`src/rtl/stopwatch_ctrl.sv`:
```
// stopwatch_ctrl
//   Start/stop/lap/clear stopwatch controller counting in 10 ms steps up to
//   59:59.99. Each raw button is synchronized and debounced into a one-cycle
//   press event; a four-state FSM (IDLE, RUN, PAUSE, LAP) interprets the
//   events and drives a BCD time counter fed by a prescaler.
//
// Ports
//   clk_base        in   system clock, all state on its rising edge
//   reset           in   synchronous, active-high reset
//   btn_start_stop  in   raw start/stop button, active-high
//   btn_lap         in   raw lap button, active-high
//   btn_clear       in   raw clear button, active-high
//   disp_bcd        out  {min_t, min_o, sec_t, sec_o, cs_t, cs_o}, 4-bit BCD each
//   running         out  high in RUN and LAP
//   lap_active      out  high in LAP (display frozen on the latched value)
//   overflow        out  sticky saturation flag at 59:59.99
//   tick            out  one-cycle pulse per count increment
//   fsm_state       out  current FSM state (IDLE=0, RUN=1, PAUSE=2, LAP=3)
module stopwatch_ctrl #(
    parameter int TICK_DIV   = 1000000,
    parameter int DEB_CYCLES = 500000,
    parameter int CNT_W      = 20
) (
    input  logic        clk_base,
    input  logic        reset,
    input  logic        btn_start_stop,
    input  logic        btn_lap,
    input  logic        btn_clear,
    output logic [23:0] disp_bcd,
    output logic        running,
    output logic        lap_active,
    output logic        overflow,
    output logic        tick,
    output logic [1:0]  fsm_state
);

    typedef enum logic [1:0] {
        IDLE  = 2'd0,
        RUN   = 2'd1,
        PAUSE = 2'd2,
        LAP   = 2'd3
    } state_t;

    localparam logic [CNT_W-1:0] DEB_MAX   = CNT_W'(DEB_CYCLES);
    localparam logic [CNT_W-1:0] DEB_PRE   = CNT_W'(DEB_CYCLES - 1);
    localparam logic [CNT_W-1:0] TICK_LAST = CNT_W'(TICK_DIV - 1);
    localparam logic [CNT_W-1:0] CNT_ONE   = CNT_W'(1);
    localparam logic [23:0]      COUNT_MAX = 24'h595999;

    // Button index: 0 = start_stop, 1 = lap, 2 = clear
    logic [2:0]       btn_raw;
    logic [2:0]       sync1;
    logic [2:0]       sync2;
    logic [CNT_W-1:0] deb_cnt [3];
    logic [2:0]       ev;

    assign btn_raw = {btn_clear, btn_lap, btn_start_stop};

    // The event flag is registered alongside the counter so it is high exactly
    // in the cycle the counter first holds DEB_MAX; saturation keeps it low
    // for the rest of the hold.
    always_ff @(posedge clk_base) begin
        if (reset) begin
            sync1 <= '0;
            sync2 <= '0;
            ev    <= '0;
            for (int i = 0; i < 3; i++) deb_cnt[i] <= '0;
        end else begin
            sync1 <= btn_raw;
            sync2 <= sync1;
            for (int i = 0; i < 3; i++) begin
                if (!sync2[i]) begin
                    deb_cnt[i] <= '0;
                    ev[i]      <= 1'b0;
                end else begin
                    if (deb_cnt[i] != DEB_MAX) deb_cnt[i] <= deb_cnt[i] + CNT_ONE;
                    ev[i] <= (deb_cnt[i] == DEB_PRE);
                end
            end
        end
    end

    state_t           state_q, state_d;
    logic [23:0]      count_q, count_d;
    logic [23:0]      latch_q, latch_d;
    logic [CNT_W-1:0] presc_q, presc_d;
    logic             ovf_q, ovf_d;
    logic             active;
    logic             tick_c;
    logic             at_max;

    function automatic logic [23:0] bcd_inc(input logic [23:0] v);
        logic [23:0] r;
        r = v;
        if (v[3:0] != 4'd9) r[3:0] = v[3:0] + 4'd1;
        else begin
            r[3:0] = 4'd0;
            if (v[7:4] != 4'd9) r[7:4] = v[7:4] + 4'd1;
            else begin
                r[7:4] = 4'd0;
                if (v[11:8] != 4'd9) r[11:8] = v[11:8] + 4'd1;
                else begin
                    r[11:8] = 4'd0;
                    if (v[15:12] != 4'd5) r[15:12] = v[15:12] + 4'd1;
                    else begin
                        r[15:12] = 4'd0;
                        if (v[19:16] != 4'd9) r[19:16] = v[19:16] + 4'd1;
                        else begin
                            r[19:16] = 4'd0;
                            r[23:20] = v[23:20] + 4'd1;
                        end
                    end
                end
            end
        end
        return r;
    endfunction

    assign active = (state_q == RUN) || (state_q == LAP);
    assign tick_c = active && !ovf_q && (presc_q == TICK_LAST);
    assign at_max = (count_q == COUNT_MAX);

    always_comb begin
        state_d = state_q;
        count_d = count_q;
        latch_d = latch_q;
        presc_d = presc_q;
        ovf_d   = ovf_q;

        // Once saturated the prescaler freezes too, so no ticks are emitted.
        if (tick_c) begin
            presc_d = '0;
            if (at_max) ovf_d = 1'b1;
            else        count_d = bcd_inc(count_q);
        end else if (active && !ovf_q) begin
            presc_d = presc_q + CNT_ONE;
        end

        // Priority start_stop > lap > clear falls out of the if/else order.
        case (state_q)
            IDLE: begin
                if (ev[0]) state_d = RUN;
            end
            RUN: begin
                if (ev[0]) state_d = PAUSE;
                else if (ev[1]) begin
                    state_d = LAP;
                    latch_d = count_q;
                end
            end
            LAP: begin
                if (ev[0])      state_d = PAUSE;
                else if (ev[1]) state_d = RUN;
            end
            PAUSE: begin
                if (ev[0]) state_d = RUN;
                else if (ev[2]) begin
                    state_d = IDLE;
                    count_d = '0;
                    presc_d = '0;
                    ovf_d   = 1'b0;
                end
            end
            default: state_d = IDLE;
        endcase

        // Saturation stops the watch regardless of any button event.
        if (tick_c && at_max) state_d = PAUSE;
    end

    always_ff @(posedge clk_base) begin
        if (reset) begin
            state_q <= IDLE;
            count_q <= '0;
            latch_q <= '0;
            presc_q <= '0;
            ovf_q   <= 1'b0;
        end else begin
            state_q <= state_d;
            count_q <= count_d;
            latch_q <= latch_d;
            presc_q <= presc_d;
            ovf_q   <= ovf_d;
        end
    end

    assign disp_bcd   = (state_q == LAP) ? latch_q : count_q;
    assign running    = active;
    assign lap_active = (state_q == LAP);
    assign overflow   = ovf_q;
    assign tick       = tick_c;
    assign fsm_state  = state_q;

endmodule

```
`config.mk`:
```
export PLATFORM = sky130hd
export DESIGN_NAME = stopwatch_ctrl
export DESIGN_NICKNAME = d
export VERILOG_FILES = /design/src/rtl/stopwatch_ctrl.sv
export SDC_FILE = /design/constraint.sdc
export NUM_CORES = 1
export LEC_CHECK = 0
export ABC_AREA = 1
export CAP_MARGIN = 30
export CORE_UTILIZATION = 25
export DETAILED_ROUTE_END_ITERATION = 7
export DONT_BUFFER_PORTS = 1
export GPL_TIMING_DRIVEN = 0
export HOLD_SLACK_MARGIN = 0.1
export PLACE_DENSITY = 0.45
export SYNTH_ARGS = -nofsm -noshare
export SYNTH_HDL_FRONTEND = slang
export SYNTH_SLANG_ARGS = --single-unit
```
`constraint.sdc`:
```
create_clock -name clk_base -period 2.1 [get_ports clk_base]
set_input_delay 0.21 -clock clk_base [delete_from_list [all_inputs] [get_ports clk_base]]
set_output_delay 0.21 -clock clk_base [all_outputs]
set_load 0.05 [all_outputs]
```
==> flow_metrics.env <==
export IMPL_status="finished clean"
export IMPL_ys_ff_latch=140
export IMPL_clock_latency_ps=430
export IMPL_powerDensity_nw_per_um2=655
export IMPL_ff2ff_path_depth=8
export IMPL_dieArea_sq_um=31300
export IMPL_rsz0062_at_grt="yes"
export IMPL_avgRoutedWirePerCell_microns=13.2
export IMPL_final_common_cell="nand2_1"
export IMPL_cap_violations=0
export IMPL_fin_ws_ps=77.7
export IMPL_syn_area_per_cell_sq_um=7.41
export IMPL_hpwl_mm=13.8
export IMPL_p_comb_share_pct=1.4
export IMPL_dr_pass1_iters=5
export IMPL_ant_nets=0
export IMPL_hold_end="sync2[1]"
export IMPL_crit_reg2reg_launch="deb_cnt[0][7]"
export IMPL_wirelength_mm=19.4
export IMPL_routed_top_layer="met4"
export IMPL_ctsRootBufferMaster="clkbuf_16"
export IMPL_netlist_area_sq_um=7640
export IMPL_start_kind="flop"
export IMPL_p_sw_mw=1.38
export IMPL_io_buffers=0
export IMPL_synth_distinct_cells=41
export IMPL_routed_wl_met3_microns=557
export IMPL_die_h_microns=177
export IMPL_antenna_found_initial=0
export IMPL_cts_buffers=17
export IMPL_coreArea_sq_um=29900
export IMPL_fillCellCount=3193
export IMPL_grt_pass1_vias=6314
export IMPL_finalCriticalPeriod_ps=2020
export IMPL_grt_max_degree=21
export IMPL_drt_iter0_drc=386
export IMPL_min_delay_path_class="in2reg"
export IMPL_worst_ep_arrival_time_ps=1810
export IMPL_rows=63
export IMPL_sw_frac_of_total_pct=23.0
export IMPL_drive_above_1_share_pct=12.9
export IMPL_syn_num_nets=1045
export IMPL_areaGrowthSynthToFinish_pct=19.6
export IMPL_final_cells=1467
export IMPL_cp_data_required_time_ps=1890
export IMPL_clock_skew_final_ps=10.5
export IMPL_clockPowerShare_pct=51.5
export IMPL_dpl_cell_count=1426
export IMPL_routed_via_count=6522
export IMPL_clkSinkCount=140
export IMPL_maxSlewViolCount=0
export IMPL_leakagePower_nw=3.39
export IMPL_clockBufferDepth=2
export IMPL_io_pin_count=35
export IMPL_r2r_end="deb_cnt[0][19]"
export IMPL_start_util_pct=25.6
export IMPL_min_path_cells=2
export IMPL_intPower_mw=4.61
export IMPL_hold_viol=0
export IMPL_max_slew_margin_rel_pct=61.4
export IMPL_tightest_slew_ps=578
export IMPL_whs_ps=125
export IMPL_track_usage_pct=13.0
export IMPL_routedLengthMet1_mm=9.75
export IMPL_ys_warn_count=0
export IMPL_grt_remaining_overflow=0
export IMPL_syn_inst=1031
export IMPL_crit_path_max_fanout=11
export IMPL_cts_tree="yes"
export IMPL_crit_type="reg2out"
export IMPL_end_kind="output port"
export IMPL_synth_sequential_area_ratio_pct=44.5
export IMPL_clk_pin_slew_ps=70
export IMPL_fin_crit_sh_pct=96.3
export IMPL_grt_pass1_wl_mm=32.0
export IMPL_ir_worst_vdd_v=0.000580
export IMPL_final_cell_mix="212 x nand2_1, 138 x inv_1, 138 x nor2_1"
export IMPL_setup_viol_count_final=0
export IMPL_die_w_microns=177
export IMPL_gp_congestion=0.767
export IMPL_vias_per_cell=4.45
export IMPL_fmax_mhz=494
export IMPL_htreeDepth=4
export IMPL_wl_met2_mm=8.86
export IMPL_r2r_slack_ps=130
export IMPL_hp_start="reset"
export IMPL_post_place_ws_ps=-345
export IMPL_antenna_cells=0
export IMPL_drc=0
export IMPL_final_net_count=1078
export IMPL_seqPwrFrac_pct=47.1
-- state kept, by name, summed over array words and instances, names as in the netlist --
name and cells:
count_q 24, sync1 3, sync2 3, deb_cnt 60, overflow 1, fsm_state 2, presc_q 20, latch_q 24
ev 3
-- worst max path at each step --
stage,start,endpoint,slack [ps]
6_report,fsm_state[0],disp_bcd[17],80
5_1_grt,fsm_state[0],disp_bcd[11],-8
4_1_cts,deb_cnt[0][7],deb_cnt[0][10],10
3_5_place_dp,fsm_state[0],disp_bcd[14],-350
3_3_place_gp,fsm_state[0],disp_bcd[0],-680
2_1_floorplan,fsm_state[0],disp_bcd[0],-160
-- per-stage QoR --
stage / instance area, sq um / power, mW / setup TNS [ps] / util [%]
after floorplan: 7680 / 2.93 / -844 / -
after global routing: 9140 / 6.19 / -9.53 / 30.6
final: 9140 / 5.99 / 0 / 30.6
after detailed placement: 8210 / 2.96 / -12930 / 27.5
after CTS: 9070 / 6.08 / 0 / 30.4
after global placement: 8170 / 2.96 / -26390 / 27.3
-- power by group through the flow --
stage,Combinational (mW),Clock (mW),Sequential (mW)
finish,0.0824,3.08,2.82
global route,0.0935,3.28,2.82
CTS,0.0813,3.18,2.82
detailed placement,0.0766,0,2.88
global placement,0.0768,0,2.88
floorplan,0.0489,0,2.88
-- Yosys cell counts, drive strengths merged --
| master | n | area [sq um] |
|---|---|---|
| a21oi | 76 | 392 |
| nor4 | 6 | 37.5 |
| edfxtp | 60 | 1800 |
| nor3b | 8 | 60.1 |
| dlygate4sd1 | 1 | 8.76 |
| nand4 | 27 | 169 |
| clkinv | 2 | 7.51 |
| xor2 | 24 | 210 |
| or2 | 11 | 68.8 |
| inv | 148 | 556 |
| dfxtp | 80 | 1600 |
| o211a | 1 | 10.0 |
| o21a | 1 | 7.51 |
| and3 | 3 | 18.8 |
| buf | 10 | 55.1 |
| ha | 9 | 113 |
| nand2 | 225 | 886 |
| xnor2 | 2 | 17.5 |
| nand3 | 51 | 273 |
| mux2i | 1 | 10.0 |
| clkbuf | 9 | 33.8 |
| nor2 | 158 | 683 |
| nand3b | 1 | 7.51 |
| o21ai | 79 | 407 |
| nor3 | 38 | 211 |
-- timing repair --
action / in CTS / in global routing
hold endpoints to repair: 3 / 0
setup buffers: 0 / 6
pin swaps: 1 / 3
endpoints found under the setup margin: 78 / 50
hold buffers: 3 / 0
cloned: 0 / 1
resized for setup: 50 / 7
-- logic make-up (layout without fill, tap and decap cells) --
kind of cell,after synthesis,in the layout,share of synthesized area [%]
xor+xnor,26,26,2.98
mux,1,1,0.131
flops,140,140,44.5
compound gates,157,157,10.7
simple gates,528,528,31.6
fa+ha+maj,9,9,1.47
buf+inv,170,216,8.64
-- routing by layer --
metal / up-vias / global-route usage [%]
met5: - / 0
li1: 3422 / -
met3: 10 / 3.01
met4: 0 / 3.92
met2: 84 / 21.0
met1: 3006 / 17.0
-- critical path, stage by stage (launching register included) --
cell and delay, ps:
dfxtp_4 520, nand2_2 110, inv_2 90, buf_8 160
clkbuf_16 220, nand2_1 100, nand2_4 180
-- cell type report --
type                       instances  area, sq um  share of cell area (%)
clock inverter                    15          165                    1.81
multi-input combinational        721         3810                    41.7
buffer                            19          150                    1.64
clock buffer                      17          425                    4.65
inverter                         150          563                    6.16
tap                              390          488                    5.34
timing repair buffer              15          131                    1.44
sequential                       140         3410                    37.3
No activity file was read; power rests on OpenSTA's default activity.
